$ cat config.mk
export PLATFORM = sky130hd
export DESIGN_NAME = keypad_scan_flat
export DESIGN_NICKNAME = d
export VERILOG_FILES = /design/src/rtl/keypad_scan_if.sv /design/src/rtl/keypad_scan.sv /design/src/flat_wrapper.sv
export SDC_FILE = /design/constraint.sdc
export NUM_CORES = 1
export LEC_CHECK = 0
export CAP_MARGIN = 20
export CORE_MARGIN = 2
export CORE_UTILIZATION = 25
export DETAILED_ROUTE_END_ITERATION = 10
export GPL_TIMING_DRIVEN = 0
export PLACE_DENSITY = 0.44
export SYNTH_ARGS = -nofsm -noshare
export SYNTH_HDL_FRONTEND = slang
export SYNTH_SLANG_ARGS = --single-unit
export TNS_END_PERCENT = 1
$ cat constraint.sdc
create_clock -name scan_clk -period 4.26 [get_ports scan_clk]
set_input_delay 0.852 -clock scan_clk [delete_from_list [all_inputs] [get_ports scan_clk]]
set_output_delay 0.852 -clock scan_clk [all_outputs]
set_load 0.02 [all_outputs]
$ cat src/rtl/keypad_scan_if.sv
// Bundles the keypad matrix lines and the key-code output toward the countdown control logic.
// key_valid is a one-cycle strobe with no ready: the consumer must take key_code on that cycle.
interface keypad_scan_if;
  logic [3:0] row_in;
  logic [3:0] col_out;
  logic [3:0] key_code;
  logic       key_valid;
  logic       key_held;
  logic [1:0] state_dbg;

  modport master (
    output row_in,
    input  col_out,
    input  key_code,
    input  key_valid,
    input  key_held,
    input  state_dbg
  );

  modport slave (
    input  row_in,
    output col_out,
    output key_code,
    output key_valid,
    output key_held,
    output state_dbg
  );
endinterface

$ cat src/rtl/keypad_scan.sv
// 4x4 active-low keypad scanner: strobes columns, debounces a single pressed key,
// and emits one key code per press-release cycle.
module keypad_scan #(
  parameter int SETTLE_CYCLES  = 2,
  parameter int DEBOUNCE_SCANS = 4
) (
  input  logic          scan_clk,
  input  logic          rst_n,
  keypad_scan_if.slave  kp
);

  localparam int DW = $clog2(SETTLE_CYCLES + 1);
  localparam logic [DW-1:0] DWELL_LAST = DW'(SETTLE_CYCLES);
  localparam logic [3:0]    DEB_TARGET = 4'(DEBOUNCE_SCANS);

  typedef enum logic [1:0] {
    SCAN     = 2'd0,
    DEBOUNCE = 2'd1,
    HELD     = 2'd2
  } state_t;

  state_t        state;
  logic [1:0]    col_idx;
  logic [DW-1:0] dwell;
  logic [3:0]    deb_cnt;
  logic [3:0]    rel_cnt;
  logic [3:0]    cand;
  logic [3:0]    row_sync1;
  logic [3:0]    row_s;
  logic [3:0]    key_code_r;
  logic          key_valid_r;
  logic          key_held_r;

  logic          sample_tick;
  logic          row_single;
  logic          row_none;
  logic [1:0]    row_idx;
  logic [3:0]    deb_next;
  logic [3:0]    rel_next;

  assign sample_tick = (dwell == DWELL_LAST);
  assign row_none    = (row_s == 4'b1111);
  assign deb_next    = (deb_cnt == 4'hF) ? deb_cnt : deb_cnt + 4'd1;
  assign rel_next    = (rel_cnt == 4'hF) ? rel_cnt : rel_cnt + 4'd1;

  // Only a pattern with exactly one low row names a key; anything else is "none" or "multi".
  always_comb begin
    row_idx    = 2'd0;
    row_single = 1'b0;
    case (row_s)
      4'b1110: begin row_idx = 2'd0; row_single = 1'b1; end
      4'b1101: begin row_idx = 2'd1; row_single = 1'b1; end
      4'b1011: begin row_idx = 2'd2; row_single = 1'b1; end
      4'b0111: begin row_idx = 2'd3; row_single = 1'b1; end
      default: ;
    endcase
  end

  always_ff @(posedge scan_clk or negedge rst_n) begin
    if (!rst_n) begin
      state       <= SCAN;
      col_idx     <= 2'd0;
      dwell       <= '0;
      deb_cnt     <= 4'd0;
      rel_cnt     <= 4'd0;
      cand        <= 4'd0;
      row_sync1   <= 4'b1111;
      row_s       <= 4'b1111;
      key_code_r  <= 4'd0;
      key_valid_r <= 1'b0;
      key_held_r  <= 1'b0;
    end else begin
      row_sync1   <= kp.row_in;
      row_s       <= row_sync1;
      key_valid_r <= 1'b0;
      dwell       <= sample_tick ? '0 : dwell + 1'b1;

      if (sample_tick) begin
        case (state)
          SCAN: begin
            if (row_single) begin
              cand    <= {row_idx, col_idx};
              deb_cnt <= 4'd1;
              if (DEB_TARGET == 4'd1) begin
                key_code_r  <= {row_idx, col_idx};
                key_valid_r <= 1'b1;
                key_held_r  <= 1'b1;
                rel_cnt     <= 4'd0;
                state       <= HELD;
              end else begin
                state <= DEBOUNCE;
              end
            end else begin
              col_idx <= col_idx + 2'd1;
            end
          end

          DEBOUNCE: begin
            if (row_single && ({row_idx, col_idx} == cand)) begin
              deb_cnt <= deb_next;
              if (deb_next == DEB_TARGET) begin
                key_code_r  <= cand;
                key_valid_r <= 1'b1;
                key_held_r  <= 1'b1;
                rel_cnt     <= 4'd0;
                state       <= HELD;
              end
            end else begin
              state   <= SCAN;
              col_idx <= col_idx + 2'd1;
              deb_cnt <= 4'd0;
            end
          end

          HELD: begin
            // Any low row, even a second key, restarts the release count.
            if (row_none) begin
              rel_cnt <= rel_next;
              if (rel_next == DEB_TARGET) begin
                key_held_r <= 1'b0;
                state      <= SCAN;
                col_idx    <= col_idx + 2'd1;
                rel_cnt    <= 4'd0;
                deb_cnt    <= 4'd0;
              end
            end else begin
              rel_cnt <= 4'd0;
            end
          end

          default: begin
            state   <= SCAN;
            deb_cnt <= 4'd0;
            rel_cnt <= 4'd0;
          end
        endcase
      end
    end
  end

  assign kp.col_out   = ~(4'b0001 << col_idx);
  assign kp.key_code  = key_code_r;
  assign kp.key_valid = key_valid_r;
  assign kp.key_held  = key_held_r;
  assign kp.state_dbg = state;

endmodule

$ cat src/flat_wrapper.sv
// flat-port wrapper written by rule: the top's interface ports become plain ports
module keypad_scan_flat 
#(
  parameter int SETTLE_CYCLES  = 2,
  parameter int DEBOUNCE_SCANS = 4
)
  (scan_clk, rst_n, kp_row_in, kp_col_out, kp_key_code, kp_key_valid, kp_key_held, kp_state_dbg);
  keypad_scan_if kp_i ();
  input  logic scan_clk;
  input  logic rst_n;
  input wire logic [$bits(kp_i.row_in)-1:0] kp_row_in;
  output wire logic [$bits(kp_i.col_out)-1:0] kp_col_out;
  output wire logic [$bits(kp_i.key_code)-1:0] kp_key_code;
  output wire logic [$bits(kp_i.key_valid)-1:0] kp_key_valid;
  output wire logic [$bits(kp_i.key_held)-1:0] kp_key_held;
  output wire logic [$bits(kp_i.state_dbg)-1:0] kp_state_dbg;
  assign kp_i.row_in = kp_row_in;
  assign kp_col_out = kp_i.col_out;
  assign kp_key_code = kp_i.key_code;
  assign kp_key_valid = kp_i.key_valid;
  assign kp_key_held = kp_i.key_held;
  assign kp_state_dbg = kp_i.state_dbg;
  keypad_scan #(.SETTLE_CYCLES(SETTLE_CYCLES), .DEBOUNCE_SCANS(DEBOUNCE_SCANS)) u_core (.scan_clk(scan_clk), .rst_n(rst_n), .kp(kp_i));
endmodule
=== Word level (Yosys, flattened, before mapping) ===
Index checks and enable logic that the tools add are counted.
Widths: inputs -> output; s select.

* Register bits after elaboration: 32
* Input bits: 6
* Output and inout port bits: 12
* Word-level logic and storage cells: 86

* $add $sub $neg: 4
* Equality and inequality tests: 21
* Shift-type cells: 1
* Mux-type cells: 35
* Bitwise logic cells: 2
* Reductions and logical operators: 12

{| class="wikitable"
|+ Operators with widths
! cell !! number
|-
| $mux 4 || 10
|-
| $eq 4x4->1 const B || 6
|-
| $pmux 4 s3 || 2
|-
| $mux 2 || 10
|-
| $pmux 2 s3 || 3
|-
| $eq 4x3->1 const B || 3
|-
| $reduce_and 4->1 || 3
|-
| $reduce_and 6->1 || 2
|-
| $ne 2x1->1 const B || 5
|-
| $mux 1 || 9
|-
| $add 4x1->4 const B || 2
|-
| $reduce_and 5->1 || 1
|-
| $add 2x1->2 const B || 2
|-
| $eq 2x2->1 const B || 2
|-
| $eq 4x4->1 || 1
|-
| $ne 2x2->1 const B || 2
|-
| $not 4->4 || 1
|-
| $reduce_or 4->1 || 1
|-
| $shl 1x2->4 const A || 1
|-
| $ne 3x3->1 const B || 1
|-
| $reduce_and 3->1 || 1
|-
| $reduce_bool 3->1 || 1
|-
| $eq 2x1->1 const B || 1
|-
| $logic_not 2->1 || 1
|-
| 4 further kinds || 4
|}

=== Longest topological paths before layout ===
Gate-level depths: netlist of the first run.

* Word-level depth: 7
* Depth in mapped cells: 7
* Mapped depth without buffers: 7

=== Least setup slack after synthesis of the first run ===
Ideal clock, no wire load.

* Path kind: register -> register
* Start point: register u_core.deb_cnt[0]
* End point: register u_core.rel_cnt[0]
* Setup time: 0.133 ns
* Data arrival time: 2.214 ns
* Data required time: 4.127 ns
* Slack: 1.914 ns
* Cell stages (with the launch flop): 8
* Path buffers: 0
* Clock period less this slack: 2.346 ns
* Cells stage by stage: dfrtp_1 ha_1 nor4b_1 nor3_1 or3b_1 o41a_1 o31ai_1 o41ai_1

* Cells in the longest elaborated chain, start to end: 5
* Elaborated cells on any way between the ends: 6
* Those cells by class: add/sub (1); eq/ne (3); mux (1); reduce/logical (1)

{| class="wikitable"
|+ RTL lines
! what !! line !! RTL
|-
| start: declaration || keypad_scan.sv:25 || <nowiki>logic [3:0] deb_cnt;</nowiki>
|-
| start signal: assignment || keypad_scan.sv:100 || <nowiki>deb_cnt <= deb_next;</nowiki>
|-
| $add 4x1->4 or $eq 4x4->1 (tied branches) || keypad_scan.sv:43 || <nowiki>assign deb_next = (deb_cnt == 4'hF) ? deb_cnt : deb_cnt + 4'd1;</nowiki>
|-
| $mux 4 (*) || keypad_scan.sv:43 ||
|-
| $eq 4x3->1 (*) || keypad_scan.sv:101 || <nowiki>if (deb_next == DEB_TARGET) begin</nowiki>
|-
| $ne 2x1->1 (no line) (*) || -- ||
|-
| $reduce_and 4->1 (no line) (*) || -- ||
|-
| end signal: assignment || keypad_scan.sv:118 || <nowiki>rel_cnt <= rel_next;</nowiki>
|-
| end: declaration || keypad_scan.sv:26 || <nowiki>logic [3:0] rel_cnt;</nowiki>
|}

Every way passes the cells marked *; elsewhere a longest branch is shown, timed or not.
A chain may end at the register's enable or synchronous reset.

=== Final worst setup path of the first run ===
* Start point: register u_core.deb_cnt[0]
* End point: register u_core.key_code_r[3] (netlist: u_core.kp.key_code[3])

* Cells in the longest elaborated chain, start to end: 4
* Elaborated cells on any way between the ends: 5
* Those cells by class: add/sub (1); eq/ne (2); mux (1); reduce/logical (1)

{| class="wikitable"
|+ RTL lines
! what !! line !! RTL
|-
| $add 4x1->4 or $eq 4x4->1 (tied branches) || keypad_scan.sv:43 ||
|-
| $mux 4 (*) || keypad_scan.sv:43 ||
|-
| $eq 4x3->1 (*) || keypad_scan.sv:101 ||
|-
| $reduce_and 4->1 (no line) (*) || -- ||
|-
| end signal: assignment || keypad_scan.sv:85 || <nowiki>key_code_r <= {row_idx, col_idx};</nowiki>
|-
| end signal: assignment || keypad_scan.sv:102 || <nowiki>key_code_r <= cand;</nowiki>
|-
| end: declaration || keypad_scan.sv:30 || <nowiki>logic [3:0] key_code_r;</nowiki>
|}

Marks and branches as above.

==> metrics.cfg, run 1 <==
[synthesis]
yosys_warnings=0
synth_top_area_frac=0.346
synth-async-reset-ratio=1.00
yosysSeqAreaShare=0.467
post-synth-top-area-cell=dfrtp_1
synth-edff-count=0
yosysMostFrequentCell=dfrtp_1
ys.flop_type=dfrtp_1
syn_avg_cell_area_sq_um=10.3
ys_seq_elements=32
synthesis.nets=184
syn_area_sq_mm=0.00174
yosys-top-cells-area=dfrtp_1, dfstp_2, ha_1
synth_cells=169
synth_common_cells=dfrtp_1, nor2_1, a21oi_1
synth_cell_types=44

[setup_path]
cp-start-kind=flop
cpPeakStageDelay_ns=0.46
ff2ff_setup_slack_ns=1.66
crit_path_end_kind=flop
cp_cell_sequence=ha_1 -> nor4b_1 -> nor3_1 -> or3b_1 -> nor4_4 -> mux2_2
cp_data_required_time_ns=4.43
crit_type=flop to flop
arrival_ns=2.77
critPathLaunch=u_core.deb_cnt[0]
rr_worst_depth=6
reg2reg_to=u_core.kp.key_code[3]
cp_max_fo=8
rr_startpoint=u_core.deb_cnt[0]
slowest_stage=dfrtp_1

[clock_network]
cts_setup_buffers=0
cts_made_buffers=5
clockBufferDepth=2
insertion_delay_ns=0.28
cts_tree=built
cts-hold-fix-buffers=0
cts_sinks=32
clk_pin_slew_ns=0.07
cts-root-buf=clkbuf_8
h-tree-depth=2
post_cts_resized=0

[timing]
fin_crit_ns=2.60
fin_hold_ws_ns=0.356
rsz0062_at_grt=no
relSlewSlack=0.524
setup_viol=0
hold_viol_final=0
tns_ns=0
tightest_slew_ns=0.714
slew_viol_final=0
finClkSkew_ns=0.00162
fmax_mhz=385
timing.final.crit_share=0.610

[place]
port_buffers=17
place.gp.congestion=0.717
hpwl_microns=2440

[worst_hold_path]
min_path_type=flop to flop
holdPathEnd=u_core.row_s[1]
min_path_cells=0
hold_start=u_core.row_sync1[1]

[floorplan]
pin_count=18
fp.dieW_microns=87.3
die_h_microns=87.3
die-area_sq_mm=0.00762
core-area_sq_mm=0.00676
start_util=0.257
num_rows=30

[detailed_routing]
route.antenna.remaining_nets=0
wl_per_cell_microns=12.6
drt-initial-drc-count=70
drc=0
viasPerCell=4.73
drt-pass1-iter-count=4
totalWireLength_microns=3440
vias=1296

[run]
cap_violations=0

[global_routing]
antenna_found_initial=0
grt_max_degree=33
gr-total-overflow=0
grt_pass1_vias=1240
grt_first_pass_wirelength_microns=6110
track_usage=0.104

[layout]
syn_to_final_growth_pct=21.7
nNetsFinal=208
fill_cells=728
antenna_cells=0
drive_gt1_frac=0.155

[outcome]
status=finished, final reports clean

[pwr]
p_per_area_mw_per_mm2=468
power.total_mw=0.988
vdd_drop_max_mv=0.172
p_leak_nw=0.847

-- state kept, by name, indices dropped and copies added, names as in the netlist, 4 cells and up --
| name | cells |
|---|---|
| u_core.cand | 4 |
| u_core.deb_cnt | 4 |
| u_core.kp.key_code | 4 |
| u_core.rel_cnt | 4 |
| u_core.row_s | 4 |
| u_core.row_sync1 | 4 |
-- power by group --
group / leakage, nW / switching (mW) / internal (mW)
combinational: 0.394 / 0.157 / 0.136
clock: 0.0541 / 0.119 / 0.173
sequential: 0.399 / 0.0532 / 0.349
total: 0.847 / 0.330 / 0.658
-- cell usage in the layout (no fill, tap or decap), types with 2 or more instances in the layout --
cell type | synthesis | final
nand4_1 | 3 | 3
ha_1 | 9 | 9
clkdlybuf4s50_1 | 0 | 16
dfstp_2 | 8 | 8
nor2_1 | 15 | 15
nand2_1 | 11 | 11
nand2b_1 | 4 | 4
a21oi_1 | 13 | 13
or3b_1 | 3 | 3
nor2b_1 | 3 | 3
inv_1 | 12 | 12
o41ai_1 | 3 | 3
nor3b_1 | 2 | 2
nand3b_1 | 3 | 3
clkbuf_1 | 3 | 3
dfrtp_1 | 24 | 24
nor3_1 | 3 | 3
a2bb2oi_1 | 2 | 2
o31ai_1 | 4 | 4
xnor2_1 | 5 | 5
clkbuf_8 | 0 | 5
mux2_2 | 8 | 8
o21ai_0 | 5 | 5
nand3_1 | 4 | 4
-- layer usage --
layer | vias to the layer above | GRT usage | wire, microns
met5 | - | 0 | 0
met4 | 0 | 0.0420 | 62
met3 | 5 | 0.0313 | 111
met2 | 21 | 0.147 | 1490
met1 | 617 | 0.145 | 1780
li1 | 653 | - | -
-- cells by family after synthesis --
kind of cell,synth area share
compound gates,0.154
flops,0.467
mux,0.0519
fa+ha+maj,0.0649
xor+xnor,0.0303
buf+inv,0.0368
simple gates,0.195
-- final cells by class --
| type | instances | area [sq um] | area share |
|---|---|---|---|
| Clock inverter | 3 | 42.5 | 0.0201 |
| Inverter | 12 | 45.0 | 0.0213 |
| Sequential cell | 32 | 811 | 0.384 |
| Tap cell | 80 | 100 | 0.0474 |
| Clock buffer | 5 | 68.8 | 0.0326 |
| Buffer | 4 | 18.8 | 0.00889 |
| Multi-Input combinational cell | 121 | 861 | 0.408 |
| Timing Repair Buffer | 17 | 165 | 0.0782 |
-- critical path: cells and delay by family, from the launching register on --
kind / cells / cell delay [ns]
simple gates: 4 / 1.32
flops: 1 / 0.46
mux: 1 / 0.39
fa+ha+maj: 1 / 0.32
-- metrics by stage --
step           area [sq um]  setup slack (ns)   util  std cells
5_1_grt                2110              1.43  0.313        274
6_report               2110              1.66  0.313        274
3_5_place_dp           2000              1.65  0.296        266
3_3_place_gp           2010              1.62  0.297        266
4_1_cts                2110              1.63  0.313        274
2_1_floorplan          1740              1.91      -        169
-- worst max path at each step --
| stage | end | slack (ns) |
|---|---|---|
| final | u_core.kp.key_code[3] | 1.66 |
| after global routing | u_core.rel_cnt[1] | 1.43 |
| after CTS | u_core.rel_cnt[0] | 1.63 |
| after detailed placement | u_core.kp.key_code[3] | 1.65 |
| after global placement | u_core.rel_cnt[2] | 1.62 |
| after floorplan | u_core.rel_cnt[0] | 1.91 |
No activity file was read; power rests on OpenSTA's default activity.
==> run 2: changes to the inputs <==
clock period = 2.5 ns   (was 4.26 ns; I/O delays follow)
==> metrics.cfg, run 2 (synthesis gave the netlist of run 1 again) <==
[outcome]
status=finished, final reports clean

[layout]
final_core_util=0.332  ; +0.0191
syn_to_final_growth_pct=29.1
mostFrequentLayoutCell=dfrtp_1
drive_gt1_frac=0.244  ; +0.0891
final_cell_mix=dfrtp_1, clkdlybuf4s50_1, nor2_1
fin_cells=281  ; +2.6%
nNetsFinal=215  ; +3.4%
antenna_cells=0  ; unchanged
finalInstanceArea_sq_mm=0.00224  ; +6.1%

[pwr]
pwr-share-seq=0.394  ; -0.013
p_per_area_mw_per_mm2=773  ; +65%
pwr-share-comb=0.318  ; +0.021
power.total_mw=1.73  ; +75%
p_sw_frac=0.338  ; +0.00366
power.internal_mw=1.15  ; +74%
vdd_drop_max_mv=0.296  ; +72%
p_leak_nw=0.896  ; +5.8%
power_switching_mw=0.585  ; +77%
clock_power_share=0.288  ; -0.008

[clock_network]
cts-hold-fix-buffers=0  ; unchanged
cts-root-buf=clkbuf_8
cts_sinks=32  ; unchanged
clockBufferDepth=2  ; unchanged
cts_tree=built
insertion_delay_ns=0.28  ; about the same
h-tree-depth=2  ; unchanged
clk_pin_slew_ns=0.07  ; about the same
cts_made_buffers=5  ; unchanged

[setup_path]
cp_max_fo=7  ; -1
crit_type=flop to flop
cp_data_required_time_ns=2.66  ; -1.77 ns
cp-start-kind=flop
arrival_ns=2.56  ; -0.21 ns
crit_path_end_kind=flop

[timing]
hold_viol_final=0  ; unchanged
setup_viol=0  ; unchanged
fmax_mhz=417  ; +8.3%
relSlewSlack=0.523  ; about the same
rsz0062_at_grt=no
timing.final.crit_share=0.959  ; +0.349
fin_hold_ws_ns=0.266  ; -0.0900 ns
tightest_slew_ns=0.715  ; +0.000443 ns
finClkSkew_ns=0.00302  ; +0.00140 ns
fin_ws_ns=0.103  ; -1.56 ns
slew_viol_final=0  ; unchanged
tns_ns=0  ; unchanged
fin_crit_ns=2.40  ; -0.200 ns

[global_routing]
grt_pass1_vias=1265  ; +2.0%
antenna_found_initial=0  ; unchanged
grt_first_pass_wirelength_microns=6150  ; +0.79%
grt_max_degree=33  ; unchanged
gr-total-overflow=0  ; unchanged
track_usage=0.104  ; +0.000789

[run]
cap_violations=0  ; unchanged

[place]
hpwl_microns=2440  ; unchanged
place.gp.congestion=0.717  ; unchanged
place_ws_ns=-0.112  ; -1.76 ns
place_area_sq_mm=0.00200  ; unchanged
port_buffers=17  ; unchanged
numPlacedInstances=266  ; unchanged

[floorplan]
fp.dieW_microns=87.3  ; unchanged
num_rows=30  ; unchanged
core-area_sq_mm=0.00676  ; unchanged
pin_count=18  ; unchanged
die_h_microns=87.3  ; unchanged
start_util=0.257  ; unchanged
die-area_sq_mm=0.00762  ; unchanged

[detailed_routing]
wl_per_cell_microns=12.7  ; +1.1%
drc=0  ; unchanged
drt-pass1-iter-count=4  ; unchanged
viasPerCell=4.83  ; +2.0%
drt-initial-drc-count=69  ; -1.4%
totalWireLength_microns=3570  ; +3.7%
vias=1356  ; +4.6%
route.antenna.remaining_nets=0  ; unchanged

[worst_hold_path]
min_path_type=input pin to async pin

## run 2: layout make-up
type | count | area, sq um
fillers | 716 | 4520
well taps | 80 | 100
flip-flops and latches | 32 | 813
plain buffers | 4 | 18.8
inverters | 12 | 45.0
repair buffers | 24 | 218
clock inverters | 3 | 42.5
clock buffers | 5 | 68.8
multi-input cells | 121 | 935
## run 2: power groups by stage
stage / sequential, mW / combinational [mW] / clock [mW]
2_1_floorplan: 0.693 / 0.317 / 0
3_3_place_gp: 0.697 / 0.507 / 0
3_5_place_dp: 0.697 / 0.509 / 0
4_1_cts: 0.690 / 0.522 / 0.520
5_1_grt: 0.697 / 0.613 / 0.542
6_report: 0.683 / 0.552 / 0.499
## run 2: worst paths after layout
| kind | start | end | slack, ns | cells after the start |
|---|---|---|---|---|
| hold reg to reg | u_core.row_sync1[1] | u_core.row_s[1] | 0.36 | 0 |
| setup / recovery | u_core.row_s[1] | u_core.rel_cnt[1] | 0.10 | 6 |
| hold / removal | rst_n | u_core.kp.key_code[1] | 0.27 | 1 |
| setup reg to reg | u_core.row_s[1] | u_core.rel_cnt[1] | 0.10 | 6 |
| max in group asynchronous | rst_n | u_core.deb_cnt[1] | 1.74 | 1 |
| min in group scan_clk | u_core.row_sync1[1] | u_core.row_s[1] | 0.36 | 0 |
## run 2: timing repair
action,in CTS,in global routing
pin swaps,4,7
setup endpoints to repair,9,8
resized for setup,9,6
buffers inserted,0,7
## run 2: metal layers
layer  vias up  part of all wire  track usage
met5         -                 0            0
met4         0             0.018       0.0420
met3         5             0.030       0.0313
met2        19              0.45        0.151
met1       665              0.51        0.145
li1        667                 -            -
## run 2: critical path, stage by stage, from the launching register on
cell	delay, ns
dfstp_2	0.56
or3b_4	0.39
a211oi_4	0.27
nor2_2	0.09
o41a_1	0.55
o31ai_2	0.29
o41ai_2	0.11
==> run 3: changes to the inputs <==
clock period = 2.9 ns   (was 2.5 ns; I/O delays follow)
==> results of run 3 <==
Same layout as run 1 (identical final DEF). Status: finished, final reports clean.
Among the figures that moved: setup slack after placement 1.65 ns -> 0.288 ns; setup slack after layout 1.66 ns -> 0.303 ns; hold slack 0.356 ns -> 0.346 ns; register-to-register setup slack 1.66 ns -> 0.30 ns; total power 0.988 mW -> 1.45 mW; worst IR drop on VDD 0.172 mV -> 0.253 mV
